`src/rtl/serv_rf_ram_arbiter_pkg.sv`:
```
// serv_rf_ram_arbiter_pkg: shared types and default geometry for the RF-RAM arbiter.
//   state_t      - arbiter FSM states
//   RAW/AW/DEPTH - register-address width, SRAM address width and SRAM depth
//                  at the default configuration (width=8, csr_regs=4)
package serv_rf_ram_arbiter_pkg;

    typedef enum logic [2:0] {
        S_CLEAR,
        S_IDLE,
        S_CORE,
        S_DBG_RD,
        S_DBG_DONE
    } state_t;

    localparam int RAW   = $clog2(32 + 4);
    localparam int AW    = 5 + RAW - $clog2(8);
    localparam int DEPTH = 1 << AW;

endpackage

```
`src/rtl/serv_rf_ram_arbiter.sv`:
```
// serv_rf_ram_arbiter: owns the register-file SRAM and grants it to the clear
// sequencer, the SERV core (via the RF-RAM interface) or a debug peek/poke port.
//   i_clk, i_rst_n                 clock, asynchronous active-low reset
//   i_core_rreq/i_core_wreq        core request pulses, latched until forwarded
//   o_rfif_rreq/o_rfif_wreq        requests forwarded to the RF-RAM interface
//   i_rfif_* / o_rfif_rdata        interface SRAM traffic, passed through in CORE
//   i_dbg_* / o_dbg_ack/o_dbg_rdata debug word access, ack pulse on completion
//   o_waddr..o_ren, i_rdata        SRAM ports
//   o_init_done                    high once the SRAM has been zeroed
module serv_rf_ram_arbiter
    import serv_rf_ram_arbiter_pkg::*;
#(
    parameter int width      = 8,
    parameter int csr_regs   = 4,
    parameter int txn_cycles = 36,
    parameter bit clear_en   = 1'b1,
    parameter int raw        = $clog2(32 + csr_regs),
    parameter int aw         = 5 + raw - $clog2(width)
) (
    input  logic             i_clk,
    input  logic             i_rst_n,
    input  logic             i_core_rreq,
    input  logic             i_core_wreq,
    output logic             o_rfif_rreq,
    output logic             o_rfif_wreq,
    input  logic [aw-1:0]    i_rfif_waddr,
    input  logic [width-1:0] i_rfif_wdata,
    input  logic             i_rfif_wen,
    input  logic [aw-1:0]    i_rfif_raddr,
    input  logic             i_rfif_ren,
    output logic [width-1:0] o_rfif_rdata,
    input  logic             i_dbg_req,
    input  logic             i_dbg_we,
    input  logic [aw-1:0]    i_dbg_addr,
    input  logic [width-1:0] i_dbg_wdata,
    output logic             o_dbg_ack,
    output logic [width-1:0] o_dbg_rdata,
    output logic [aw-1:0]    o_waddr,
    output logic [width-1:0] o_wdata,
    output logic             o_wen,
    output logic [aw-1:0]    o_raddr,
    output logic             o_ren,
    input  logic [width-1:0] i_rdata,
    output logic             o_init_done
);

    localparam int ww = (txn_cycles > 1) ? $clog2(txn_cycles) : 1;
    localparam logic [ww-1:0] win_load = ww'(txn_cycles - 1);

    state_t           state_q, state_d;
    logic [aw:0]      clr_cnt_q, clr_cnt_d;
    logic [ww-1:0]    win_q, win_d;
    logic             pend_r_q, pend_r_d, pend_w_q, pend_w_d;
    logic [width-1:0] dbg_rdata_q, dbg_rdata_d;
    logic             core_any, fwd;

    // Incoming pulses count as pending in the same cycle so forwarding adds no latency.
    assign core_any = pend_r_q | pend_w_q | i_core_rreq | i_core_wreq;
    assign fwd      = (state_q == S_IDLE) & core_any;

    always_ff @(posedge i_clk or negedge i_rst_n) begin
        if (!i_rst_n) begin
            state_q     <= clear_en ? S_CLEAR : S_IDLE;
            clr_cnt_q   <= '0;
            win_q       <= '0;
            pend_r_q    <= 1'b0;
            pend_w_q    <= 1'b0;
            dbg_rdata_q <= '0;
        end else begin
            state_q     <= state_d;
            clr_cnt_q   <= clr_cnt_d;
            win_q       <= win_d;
            pend_r_q    <= pend_r_d;
            pend_w_q    <= pend_w_d;
            dbg_rdata_q <= dbg_rdata_d;
        end
    end

    always_comb begin
        state_d     = state_q;
        clr_cnt_d   = clr_cnt_q;
        win_d       = win_q;
        dbg_rdata_d = dbg_rdata_q;
        pend_r_d    = (pend_r_q | i_core_rreq) & ~fwd;
        pend_w_d    = (pend_w_q | i_core_wreq) & ~fwd;
        case (state_q)
            S_CLEAR: begin
                // Counter MSB becomes the done flag on the edge after the last address.
                clr_cnt_d = clr_cnt_q + 1'b1;
                state_d   = (&clr_cnt_q[aw-1:0]) ? S_IDLE : S_CLEAR;
            end
            S_IDLE: begin
                if (core_any) begin
                    win_d   = win_load;
                    state_d = S_CORE;
                end else if (i_dbg_req) begin
                    state_d = i_dbg_we ? S_DBG_DONE : S_DBG_RD;
                end
            end
            S_CORE: begin
                win_d   = (win_q == '0) ? win_q : win_q - 1'b1;
                state_d = (win_q == '0) ? S_IDLE : S_CORE;
            end
            S_DBG_RD: begin
                dbg_rdata_d = i_rdata;
                state_d     = S_DBG_DONE;
            end
            S_DBG_DONE: state_d = S_IDLE;
            default:    state_d = S_IDLE;
        endcase
    end

    // SRAM port mux; everything is forced idle while reset is asserted.
    always_comb begin
        o_rfif_rreq  = 1'b0;
        o_rfif_wreq  = 1'b0;
        o_rfif_rdata = '0;
        o_dbg_ack    = 1'b0;
        o_waddr      = '0;
        o_wdata      = '0;
        o_wen        = 1'b0;
        o_raddr      = '0;
        o_ren        = 1'b0;
        if (i_rst_n) begin
            case (state_q)
                S_CLEAR: begin
                    o_wen   = 1'b1;
                    o_waddr = clr_cnt_q[aw-1:0];
                end
                S_IDLE: begin
                    if (core_any) begin
                        o_rfif_rreq = pend_r_q | i_core_rreq;
                        o_rfif_wreq = pend_w_q | i_core_wreq;
                    end else if (i_dbg_req & i_dbg_we) begin
                        o_wen   = 1'b1;
                        o_waddr = i_dbg_addr;
                        o_wdata = i_dbg_wdata;
                    end else if (i_dbg_req) begin
                        o_ren   = 1'b1;
                        o_raddr = i_dbg_addr;
                    end
                end
                S_CORE: begin
                    o_waddr      = i_rfif_waddr;
                    o_wdata      = i_rfif_wdata;
                    o_wen        = i_rfif_wen;
                    o_raddr      = i_rfif_raddr;
                    o_ren        = i_rfif_ren;
                    o_rfif_rdata = i_rdata;
                end
                S_DBG_DONE: o_dbg_ack = 1'b1;
                default: ;
            endcase
        end
    end

    assign o_dbg_rdata = dbg_rdata_q;
    assign o_init_done = clr_cnt_q[aw] | ~clear_en;

endmodule

```
`config.mk`:
```
export PLATFORM = sky130hd
export DESIGN_NAME = serv_rf_ram_arbiter
export DESIGN_NICKNAME = d
export VERILOG_FILES = /design/src/rtl/serv_rf_ram_arbiter_pkg.sv /design/src/rtl/serv_rf_ram_arbiter.sv
export SDC_FILE = /design/constraint.sdc
export NUM_CORES = 1
export LEC_CHECK = 0
export CAP_MARGIN = 15
export CORE_MARGIN = 2
export CORE_UTILIZATION = 41
export CTS_CLUSTER_DIAMETER = 150
export DETAILED_ROUTE_END_ITERATION = 12
export PLACE_DENSITY = 0.92
export SYNTH_ARGS = -nofsm -noshare
export SYNTH_HDL_FRONTEND = slang
export SYNTH_SLANG_ARGS = --single-unit
```
`constraint.sdc`:
```
create_clock -name i_clk -period 2.4 [get_ports i_clk]
set_input_delay 0.24 -clock i_clk [delete_from_list [all_inputs] [get_ports i_clk]]
set_output_delay 0.24 -clock i_clk [all_outputs]
set_load 0.02 [all_outputs]
```
==> flow_summary.yaml <==
sta:
  worst_pin_slew_ns: 0.679
  hold_viol_final: 0
  slew_headroom_pct: 54.7
  rsz0062_at_grt: "false"
  finalCritPeriodShare_pct: 96.4
  finClkSkew_ns: 0.00266
  drv_slew: 0
  fin_crit_ns: 2.31
  clock.fmax_mhz: 432
  tns_ns: 0
  worst_slack_ns: 0.0854
  worst_hold_slack_ns: 0.359
  setup_violations: 0
routing:
  dr.pass1.iters: 5
  drc: 0
  routed_wl_um: 5860
  vias_per_cell: 5.48
  drtAntennaViolNets: 0
  vias: 1895
  drtIter0Drc: 147
  wl_per_cell_um: 16.9
worst_setup_path:
  cp_max_fo: 8
  crit_buf_inv: 2
  crit_type: "reg -> out"
  cp_slowest_stage_delay_ns: 0.46
  crit_arrival_ns: 2.07
  cp-start-kind: "register"
  critical_path.cell_chain: "or3b_4 > nor3b_4 > buf_12 > a222oi_1 > nor2_1 > dlygate4sd2_1"
  worstSetupEndpointType: "output pin"
  cp_slowest_cell: "or3b_4"
  cp_top_family: "simple AND/OR/NAND/NOR gates"
  worstPathRequired_ns: 2.16
outcome:
  status: "finished, final reports clean"
hold_path:
  hold_path_class: "in -> async"
finish:
  nNetsFinal: 355
  nFillCells: 303
  antenna-diode-count: 0
  final_layout_size_suffix_gt1_share_pct: 21.3
  final_cell_area_um2: 2980
  multi_input_area_um2: 1020
  final_cell_mix: "clkdlybuf4s50_1, dfrtp_1, buf_4"
  layout_commonest_cell: "clkdlybuf4s50_1"
  syn_to_final_growth_pct: 68.6
  final-seq-area_um2: 701
global_routing:
  grt_pass1_wl_um: 9380
  grt.total_usage_pct: 23.9
  antenna_found_initial: 0
  grt_start_max_net_pins: 20
  overflow: 0
  first_global_vias: 1899
synthesis:
  synth_cell_types: 40
  ys_ff_latch: 28
  ys_warn_count: 0
  avgSynthCellArea_um2: 10.2
  synth_async_sr_flop_share_pct: 100
  seq_area_frac_synth_pct: 39.6
  synthFlopType: "dfrtp_1"
  synth_edf_count: 0
  syn_inst: 174
  syn-cell-area_um2: 1770
  syn_nets: 232
clocking:
  path_clk_slew_ns: 0.10
  cts_num_sinks: 28
  clockRootBuffer: "clkbuf_8"
  clk_latency_ns: 0.27
  cts_tree: "yes"
  clock_path_buffers: 2
  htree_levels: 1
  cts_made_buffers: 3
floorplan:
  initial_core_util_pct: 43.3
  die_w_um: 69.7
  die_height_um: 69.7
  coreArea_um2: 4090
  dieArea_um2: 4860
  io_pins: 102
  rows: 23
placement:
  placed_cell_area_um2: 2960
  dp_hpwl_um: 4590
  place_congestion: 0.879
  dp_slack_ns: -0.146
  port_buffers: 101
pwr:
  ir_drop_uv: 580
  pwr_density_cell_nw_per_um2: 871
  power.leakage_nw: 1.40
  total_power_mw: 2.60
run:
  maxCapViolCount: 0
[path summary, 6_finish.rpt]
path                       cells after the start                         end                startpoint  slack (ns)
max                                            6                  o_waddr[6]    state_q[1]$_DFFE_PN0P_        0.09
max in group asynchronous                      3    clr_cnt_q[5]$_DFFE_PN0N_                   i_rst_n        1.57
max reg2reg                                    6        win_q[5]$_DFFE_PN0P_      win_q[0]$_DFFE_PN0P_        0.53
min reg2reg                                    1    clr_cnt_q[8]$_DFFE_PN0N_  clr_cnt_q[8]$_DFFE_PN0N_        0.48
min                                            2  o_dbg_rdata[5]$_DFFE_PN0N_                   i_rst_n        0.36
min in group i_clk                             1    clr_cnt_q[8]$_DFFE_PN0N_  clr_cnt_q[8]$_DFFE_PN0N_        0.48
[logic make-up (layout without fill, tap and decap cells)]
| group | after synthesis | after routing | share of synthesized area [%] |
|---|---|---|---|
| fa+ha+maj | 2 | 2 | 1.41 |
| simple gates | 71 | 71 | 24.9 |
| mux | 9 | 9 | 5.73 |
| flops | 28 | 28 | 39.6 |
| compound gates | 43 | 43 | 19.7 |
| buf+inv | 11 | 133 | 3.68 |
| xor+xnor | 10 | 10 | 4.95 |
[cells in the mapped netlist, types with 2 or more instances]
cell type | n | area share, %
nand4_1 | 4 | 1.4
nor3b_1 | 3 | 1.3
buf_6 | 2 | 1.3
nor2_4 | 3 | 1.9
dfrtp_1 | 28 | 40
xor2_1 | 5 | 2.5
mux2_2 | 9 | 5.7
nor2_1 | 20 | 4.2
and3_1 | 2 | 0.71
nand4b_1 | 2 | 0.99
and2_1 | 8 | 2.8
or3_1 | 2 | 0.71
xnor2_1 | 5 | 2.5
nor3_1 | 7 | 2.0
a21oi_1 | 7 | 2.0
nand2_1 | 9 | 1.9
buf_2 | 4 | 1.1
a22o_1 | 17 | 8.4
a222oi_1 | 8 | 4.5
o21ai_0 | 3 | 0.85
inv_1 | 4 | 0.85
ha_1 | 2 | 1.4
nand3_1 | 3 | 0.85
[state kept, by name, indices dropped and copies added, names as in the netlist]
name,count
state_q,3
pend_r_q,1
clr_cnt_q,9
pend_w_q,1
win_q,6
o_dbg_rdata,8
[routing by layer]
layer,wire [um],GRT usage [%]
met5,0,0
met4,65,5.98
met3,339,2.91
met2,3190,44.1
met1,2270,29.3
[what timing repair did]
item	CTS	global route
setup buffers	1	3
gates resized for setup	37	27
endpoints found under the hold margin	0	0
setup endpoints to repair	34	18
pin swaps	1	1
hold buffers	0	0
[per-stage QoR]
step / utilization, % / std cells
floorplan: - / 174
CTS: 73.2 / 343
finish: 73.0 / 346
global placement: 72.3 / 338
global route: 73.0 / 346
detailed placement: 72.3 / 338
[power breakdown]
group,total [mW],switching [mW],internal [mW]
sequential,0.838,0.179,0.659
combinational,1.46,0.751,0.709
clock,0.299,0.152,0.147
[cell type report]
| cell class | count | area share [%] |
|---|---|---|
| Timing Repair Buffer | 125 | 37.9 |
| Tap cell | 50 | 2.10 |
| Multi-Input combinational cell | 135 | 34.2 |
| Clock buffer | 4 | 1.85 |
| Sequential cell | 28 | 23.5 |
| Inverter | 4 | 0.503 |
No activity file was read; power rests on OpenSTA's default activity.
